`src/rtl/trig_capture_pkg.sv`:
```
// rtl/trig_capture_pkg.sv - shared state encoding and trigger-edge constants for trig_capture
package trig_capture_pkg;

  typedef enum logic [2:0] {
    S_IDLE,
    S_PRE,
    S_WAIT_TRIG,
    S_POST,
    S_DONE,
    S_READ
  } state_t;

  localparam logic TRIG_RISING  = 1'b0;
  localparam logic TRIG_FALLING = 1'b1;

endpackage

```
`src/rtl/trig_capture_ram.sv`:
```
// rtl/trig_capture_ram.sv - capture_ram: DATA_SIZE x 2**ADDR_SIZE simple dual-port buffer, synchronous read
// clk          : single clock for both ports
// we/waddr/wdata : write port
// re/raddr     : read request and address
// rdata        : registered read data, updates only when re is high
module capture_ram #(
  parameter int DATA_SIZE = 16,
  parameter int ADDR_SIZE = 8
) (
  input  logic                 clk,
  input  logic                 we,
  input  logic [ADDR_SIZE-1:0] waddr,
  input  logic [DATA_SIZE-1:0] wdata,
  input  logic                 re,
  input  logic [ADDR_SIZE-1:0] raddr,
  output logic [DATA_SIZE-1:0] rdata
);

  logic [DATA_SIZE-1:0] mem [2**ADDR_SIZE];

  // No reset on storage or the read register; the top masks rdata until a read has happened.
  always_ff @(posedge clk) begin
    if (we) mem[waddr] <= wdata;
    if (re) rdata <= mem[raddr];
  end

endmodule

```
`src/rtl/trig_capture.sv`:
```
// rtl/trig_capture.sv - triggered sample capture with pre-trigger history and sequential readout
// clk, rst          : rising-edge clock, synchronous active-high reset
// arm               : start acquisition (accepted in IDLE or DONE)
// sample/sample_valid : incoming filtered sample and its strobe
// trig_level/trig_edge/trig_force/pretrig : trigger threshold, edge select, forced trigger, history length
// rd_en -> rd_data/rd_valid : readout request, data one cycle later
// busy/capture_done/trig_seen : acquisition status
module trig_capture
  import trig_capture_pkg::*;
#(
  parameter int DATA_SIZE = 16,
  parameter int ADDR_SIZE = 8
) (
  input  logic                 clk,
  input  logic                 rst,
  input  logic                 arm,
  input  logic [DATA_SIZE-1:0] sample,
  input  logic                 sample_valid,
  input  logic [DATA_SIZE-1:0] trig_level,
  input  logic                 trig_edge,
  input  logic                 trig_force,
  input  logic [ADDR_SIZE-1:0] pretrig,
  input  logic                 rd_en,
  output logic [DATA_SIZE-1:0] rd_data,
  output logic                 rd_valid,
  output logic                 busy,
  output logic                 capture_done,
  output logic                 trig_seen
);

  state_t state_q, state_d;

  logic [ADDR_SIZE-1:0] wr_ptr_q;
  logic [ADDR_SIZE-1:0] cnt_q;
  logic [ADDR_SIZE-1:0] pre_eff_q;
  logic [ADDR_SIZE-1:0] rd_ptr_q;
  logic [ADDR_SIZE-1:0] rd_cnt_q;
  logic [DATA_SIZE-1:0] prev_q;
  logic                 prev_valid_q;
  logic                 force_q;
  logic                 trig_seen_q;
  logic                 rd_valid_q;
  logic                 data_ok_q;
  logic [DATA_SIZE-1:0] ram_rdata;

  logic                 arm_ok;
  logic                 rd_ok;
  logic                 capturing;
  logic                 rise_hit;
  logic                 fall_hit;
  logic                 trig_now;
  logic [ADDR_SIZE-1:0] post_len;

  assign arm_ok    = arm && (state_q == S_IDLE || state_q == S_DONE);
  assign rd_ok     = rd_en && !arm_ok && (state_q == S_DONE || state_q == S_READ);
  assign capturing = sample_valid &&
                     (state_q == S_PRE || state_q == S_WAIT_TRIG || state_q == S_POST);

  assign rise_hit = prev_valid_q && (prev_q < trig_level) && (sample >= trig_level);
  assign fall_hit = prev_valid_q && (prev_q > trig_level) && (sample <= trig_level);
  assign trig_now = (state_q == S_WAIT_TRIG) && sample_valid &&
                    (force_q || ((trig_edge == TRIG_FALLING) ? fall_hit : rise_hit));

  // Samples still to capture after the trigger so the buffer ends exactly full.
  assign post_len = {ADDR_SIZE{1'b1}} - pre_eff_q;

  always_comb begin
    state_d = state_q;
    case (state_q)
      S_IDLE:      if (arm_ok) state_d = S_PRE;
      S_PRE: begin
        if (pre_eff_q == '0) state_d = S_WAIT_TRIG;
        else if (sample_valid && cnt_q == pre_eff_q - ADDR_SIZE'(1)) state_d = S_WAIT_TRIG;
      end
      S_WAIT_TRIG: if (trig_now) state_d = (post_len == '0) ? S_DONE : S_POST;
      S_POST:      if (sample_valid && cnt_q == ADDR_SIZE'(1)) state_d = S_DONE;
      S_DONE: begin
        if (arm_ok)     state_d = S_PRE;
        else if (rd_ok) state_d = S_READ;
      end
      S_READ:      if (rd_ok && rd_cnt_q == {ADDR_SIZE{1'b1}}) state_d = S_IDLE;
      default:     state_d = S_IDLE;
    endcase
  end

  always_ff @(posedge clk) begin
    if (rst) begin
      state_q      <= S_IDLE;
      wr_ptr_q     <= '0;
      cnt_q        <= '0;
      pre_eff_q    <= '0;
      rd_ptr_q     <= '0;
      rd_cnt_q     <= '0;
      prev_q       <= '0;
      prev_valid_q <= 1'b0;
      force_q      <= 1'b0;
      trig_seen_q  <= 1'b0;
      rd_valid_q   <= 1'b0;
      data_ok_q    <= 1'b0;
    end else begin
      state_q    <= state_d;
      rd_valid_q <= rd_ok;
      if (rd_ok) data_ok_q <= 1'b1;

      if (arm_ok) begin
        wr_ptr_q     <= '0;
        cnt_q        <= '0;
        rd_cnt_q     <= '0;
        prev_valid_q <= 1'b0;
        force_q      <= 1'b0;
        trig_seen_q  <= 1'b0;
        // pretrig is ADDR_SIZE wide, so it can never exceed DEPTH-1.
        pre_eff_q    <= pretrig;
      end else begin
        if (capturing) begin
          wr_ptr_q     <= wr_ptr_q + ADDR_SIZE'(1);
          prev_q       <= sample;
          prev_valid_q <= 1'b1;
        end

        if (state_q == S_PRE && sample_valid) cnt_q <= cnt_q + ADDR_SIZE'(1);

        if (state_q == S_WAIT_TRIG) begin
          if (trig_force) force_q <= 1'b1;
          if (trig_now) begin
            trig_seen_q <= 1'b1;
            force_q     <= 1'b0;
            rd_ptr_q    <= wr_ptr_q - pre_eff_q;
            cnt_q       <= post_len;
          end
        end

        if (state_q == S_POST && sample_valid) cnt_q <= cnt_q - ADDR_SIZE'(1);

        if (rd_ok) begin
          rd_ptr_q <= rd_ptr_q + ADDR_SIZE'(1);
          rd_cnt_q <= rd_cnt_q + ADDR_SIZE'(1);
        end
      end
    end
  end

  capture_ram #(
    .DATA_SIZE(DATA_SIZE),
    .ADDR_SIZE(ADDR_SIZE)
  ) u_ram (
    .clk   (clk),
    .we    (capturing && !arm_ok),
    .waddr (wr_ptr_q),
    .wdata (sample),
    .re    (rd_ok),
    .raddr (rd_ptr_q),
    .rdata (ram_rdata)
  );

  // The RAM read register has no reset; show zero until the first read since reset.
  assign rd_data      = data_ok_q ? ram_rdata : '0;
  assign rd_valid     = rd_valid_q;
  assign busy         = (state_q == S_PRE) || (state_q == S_WAIT_TRIG) || (state_q == S_POST);
  assign capture_done = (state_q == S_DONE) || (state_q == S_READ);
  assign trig_seen    = trig_seen_q;

endmodule

```
`config.mk`:
```
export PLATFORM = sky130hd
export DESIGN_NAME = trig_capture
export DESIGN_NICKNAME = d
export VERILOG_FILES = /design/src/rtl/trig_capture_pkg.sv /design/src/rtl/trig_capture_ram.sv /design/src/rtl/trig_capture.sv
export SDC_FILE = /design/constraint.sdc
export NUM_CORES = 2
export LEC_CHECK = 0
export ABC_CLOCK_PERIOD_IN_PS = 2900
export BUFFER_PORTS_ARGS = -buffer_cell sky130_fd_sc_hd__buf_2
export CAP_MARGIN = 10
export CORE_ASPECT_RATIO = 0.7
export CORE_UTILIZATION = 35
export CTS_CLUSTER_DIAMETER = 50
export DETAILED_ROUTE_END_ITERATION = 10
export PLACE_DENSITY_LB_ADDON = 0.1
export RECOVER_POWER = 100
export SLEW_MARGIN = 10
export SYNTH_ARGS = -nofsm -noshare
export SYNTH_HDL_FRONTEND = slang
export SYNTH_SLANG_ARGS = --single-unit
```
`constraint.sdc`:
```
create_clock -name clk -period 2.9 [get_ports clk]
set_clock_uncertainty 0.15 [all_clocks]
set_input_delay 0.29 -clock clk [delete_from_list [all_inputs] [get_ports clk]]
set_output_delay 0.29 -clock clk [all_outputs]
set_load 0.02 [all_outputs]
```
==> key figures <==
Route
  – DRT iter0 DRCs: 9238
  – Vias: 79297
  – Drt first pass iters: 5
  – Drt total wl: 501000 µm
  – Via density: 5.47
  – ANT nets after route: 0
  – Drt wl/cell: 34.5 µm
  – # DRC: 0

Global routing
  – Vias in the first global route: 80068
  – First-pass GRT wire length: 683000 µm
  – Pin count of the biggest net entering global routing: 181
  – Initial antenna violation count: 40
  – Grt total ovfl: 0
  – All-layer global routing usage: 0.213

Yosys
  – Seq cells post-synth: 4176
  – Number of flops mapped to enable cells by yosys: 4112
  – Post-synth top flop: edfxtp_1
  – Syn Area/Cell: 23.5 µm²
  – Synth unique cells: 66
  – Cell Area, Synth: 161000 µm²
  – Syn Nets: 6955
  – Async SR Flop Fraction: 0
  – Post-synthesis sequential area ratio: 0.774
  – Yosys warns: 0
  – Syn Inst Count: 6857

Timing
  – Setup_tns: -1044.70 ns
  – Hold slack: 0.0780 ns
  – Period Utilization, post-route: 1.32
  – Final slew viol count: 181
  – Final Hold Viols: 0
  – Max-slew headroom: -0.399
  – Measured slew at the worst slew-check pin: 2.10 ns
  – Final worst slack: -0.929 ns
  – FMAX: 261 MHz
  – Post-route minimum period: 3.83 ns
  – RSZ-0062 raised after global routing: true
  – Setup violators final: 4246

CTS
  – CTS tree: done
  – Clock transition at path regs: 0.06 ns
  – Sink Count: 4176
  – Clock latency on the worst-skew pair: 1.01 ns
  – Root Driver: clkbuf_16
  – Htree depth: 5
  – Max Root-Sink Buffers: 4
  – Num CTS Buffers: 439

Run
  – Maxcap violations: 6

Floorplan
  – IO Pins: 67
  – Row count: 208
  – Die width: 813 µm
  – Core region area: 458000 µm²
  – Effective utilization at floorplan: 0.351
  – Die area: 463000 µm²
  – Die span in y: 570 µm

Cells and area
  – Nets: 8110
  – Layout cells sized above 1: 0.404
  – Fillers: 38869
  – Layout area overhead: 22.9%

Power and ir drop
  – Static leakage: 60.1 nW
  – Worst vdd ir: 0.000503 V
  – Power per cell area: 645 nW/µm²

Worst hold path
  – Hold WC Path Type: input pin to register

Critical path
  – Crit path max fanout: 147
  – CP startpoint kind: input pin
  – Worst setup path category: input pin to register
  – CP required: 3.42 ns
  – CP arrival: 4.35 ns
  – CP Capture Type: register

Placement
  – Worst slack at placement: -1.54 ns
  – Final GP Congestion: 0.786
  – Hpwl dp: 304000 µm
  – Buffers added on ports: 66

Status
  – Failing checks: capacitance limit, slew limit, setup timing
  – Status: finished, violations left
==> per-stage QoR <==
stage / cell area (µm²) / util / total power, mW / cells
3_3_place_gp: 180000 / 0.392 / 72.3 / 13477
2_1_floorplan: 162000 / - / 69.5 / 6857
4_1_cts: 198000 / 0.431 / 129 / 14430
3_5_place_dp: 180000 / 0.392 / 72.4 / 13477
6_report: 198000 / 0.432 / 128 / 14495
5_1_grt: 198000 / 0.432 / 131 / 14483
==> layer usage <==
metal | global-route usage | part of all wire | vias to the layer above | wire length [µm]
li1 | - | - | 31939 | -
met1 | 0.332 | 0.47 | 44253 | 236000
met2 | 0.317 | 0.44 | 2570 | 222000
met3 | 0.0384 | 0.067 | 531 | 33700
met4 | 0.0352 | 0.018 | 4 | 9200
met5 | 0 | 0.000054 | - | 27
==> timing repair <==
action / CTS / global route
pin swaps: 74 / 70
gates resized for setup: 298 / 96
endpoints found under the setup margin: 38 / 200
setup buffers: 66 / 49
cloned: 26 / 4
endpoints found under the hold margin: 797 / 54
hold buffers: 58 / 1
==> placed cells by master, fill, tap and decap left out, drive strengths merged, types with 55 or more instances in the layout <==
cell type,Yosys,routed
edfxtp,4112,4112
mux4,1276,1276
buf,186,955
clkbuf,204,617
nor2,320,320
clkinv,1,186
nand2,109,109
a22oi,79,79
a21oi,70,70
inv,39,69
dfxtp,64,64
dlygate4sd3,0,55
==> final timing paths <==
path                                  start                 end  slack [ns]  depth (start not counted)
worst max-delay path             sample[10]  u_ram.mem[160][10]       -0.93                          5
worst min-delay path              trig_edge          state_q[0]        0.08                          7
worst max register to register  rd_ptr_q[0]     u_ram.rdata[15]       -0.83                         13
worst min register to register    prev_q[8]           prev_q[8]        0.32                          2
==> kinds of logic (layout without fill, tap and decap cells) <==
group | Yosys count | in the layout | synth area share
mux | 1289 | 1289 | 0.179
fa+ha+maj | 51 | 51 | 0.00401
buf+inv | 430 | 1955 | 0.0117
flops | 4176 | 4176 | 0.774
xor+xnor | 35 | 35 | 0.00190
simple gates | 581 | 581 | 0.0157
compound gates | 295 | 295 | 0.0130
other cells | 0 | 23 | 0
==> power by group <==
| group | leakage [nW] | switching, mW | internal (mW) | total [mW] |
|---|---|---|---|---|
| clock network | 6.92 | 24.4 | 31.7 | 56.1 |
| logic | 15.7 | 3.17 | 1.77 | 4.94 |
| registers | 37.5 | 0.153 | 66.4 | 66.6 |
==> state kept, by name, indices dropped and copies added (netlist names) <==
signal        cells
cnt_q             8
data_ok_q         1
force_q           1
pre_eff_q         8
prev_q           16
prev_valid_q      1
rd_cnt_q          8
rd_ptr_q          8
rd_valid          1
state_q           3
trig_seen         1
u_ram.mem      4096
u_ram.rdata      16
wr_ptr_q          8
==> synth_stat cells, types with 3 or more instances <==
library cell | number | share of area
xor2_1 | 24 | 0.0013
buf_2 | 114 | 0.0035
a221o_1 | 3 | 0.00019
a21oi_1 | 70 | 0.0022
nor2_1 | 320 | 0.0075
o221ai_1 | 13 | 0.00071
mux2i_1 | 11 | 0.00068
and2_1 | 25 | 0.00097
buf_1 | 53 | 0.0012
xnor2_1 | 11 | 0.00060
nor4b_1 | 3 | 0.00016
buf_6 | 13 | 0.00091
buf_4 | 6 | 0.00028
mux4_2 | 1276 | 0.18
o21ai_0 | 27 | 0.00084
a311oi_1 | 4 | 0.00022
a211oi_1 | 5 | 0.00023
a22oi_1 | 79 | 0.0037
nor4_1 | 6 | 0.00023
ha_1 | 50 | 0.0039
o31ai_1 | 5 | 0.00023
nor3b_1 | 3 | 0.00014
nand4_1 | 21 | 0.00082
a31oi_1 | 3 | 0.00012
nor2b_1 | 12 | 0.00047
nand2b_1 | 8 | 0.00031
a22o_1 | 27 | 0.0015
nor3_1 | 19 | 0.00059
dfxtp_1 | 64 | 0.0080
edfxtp_1 | 4112 | 0.77
nand3_1 | 35 | 0.0011
or4_1 | 3 | 0.00014
clkbuf_1 | 204 | 0.0048
or3_1 | 7 | 0.00027
a221oi_1 | 29 | 0.0016
a2111oi_0 | 3 | 0.00016
a21o_1 | 5 | 0.00023
inv_1 | 39 | 0.00091
nand2_1 | 109 | 0.0025
o22ai_1 | 3 | 0.00012
and3_1 | 4 | 0.00016
==> critical path: stages <==
cell and delay (ns):
clkbuf_2 0.51, dlygate4sd3_1 0.85, clkbuf_1 1.14, clkbuf_2 0.64
buf_12 0.49
==> layout make-up <==
type | instances | area (µm²) | share of cell area
inverter | 40 | 154 | 0.000777
clock buffer | 531 | 11500 | 0.0581
sequential | 4176 | 125000 | 0.630
timing repair buffer | 1104 | 14100 | 0.0712
multi-input combinational | 2251 | 37000 | 0.187
clock inverter | 280 | 2750 | 0.0139
tap | 6090 | 7620 | 0.0385
antenna | 23 | 57.6 | 0.000291
Power figures use the tool's default switching activity.
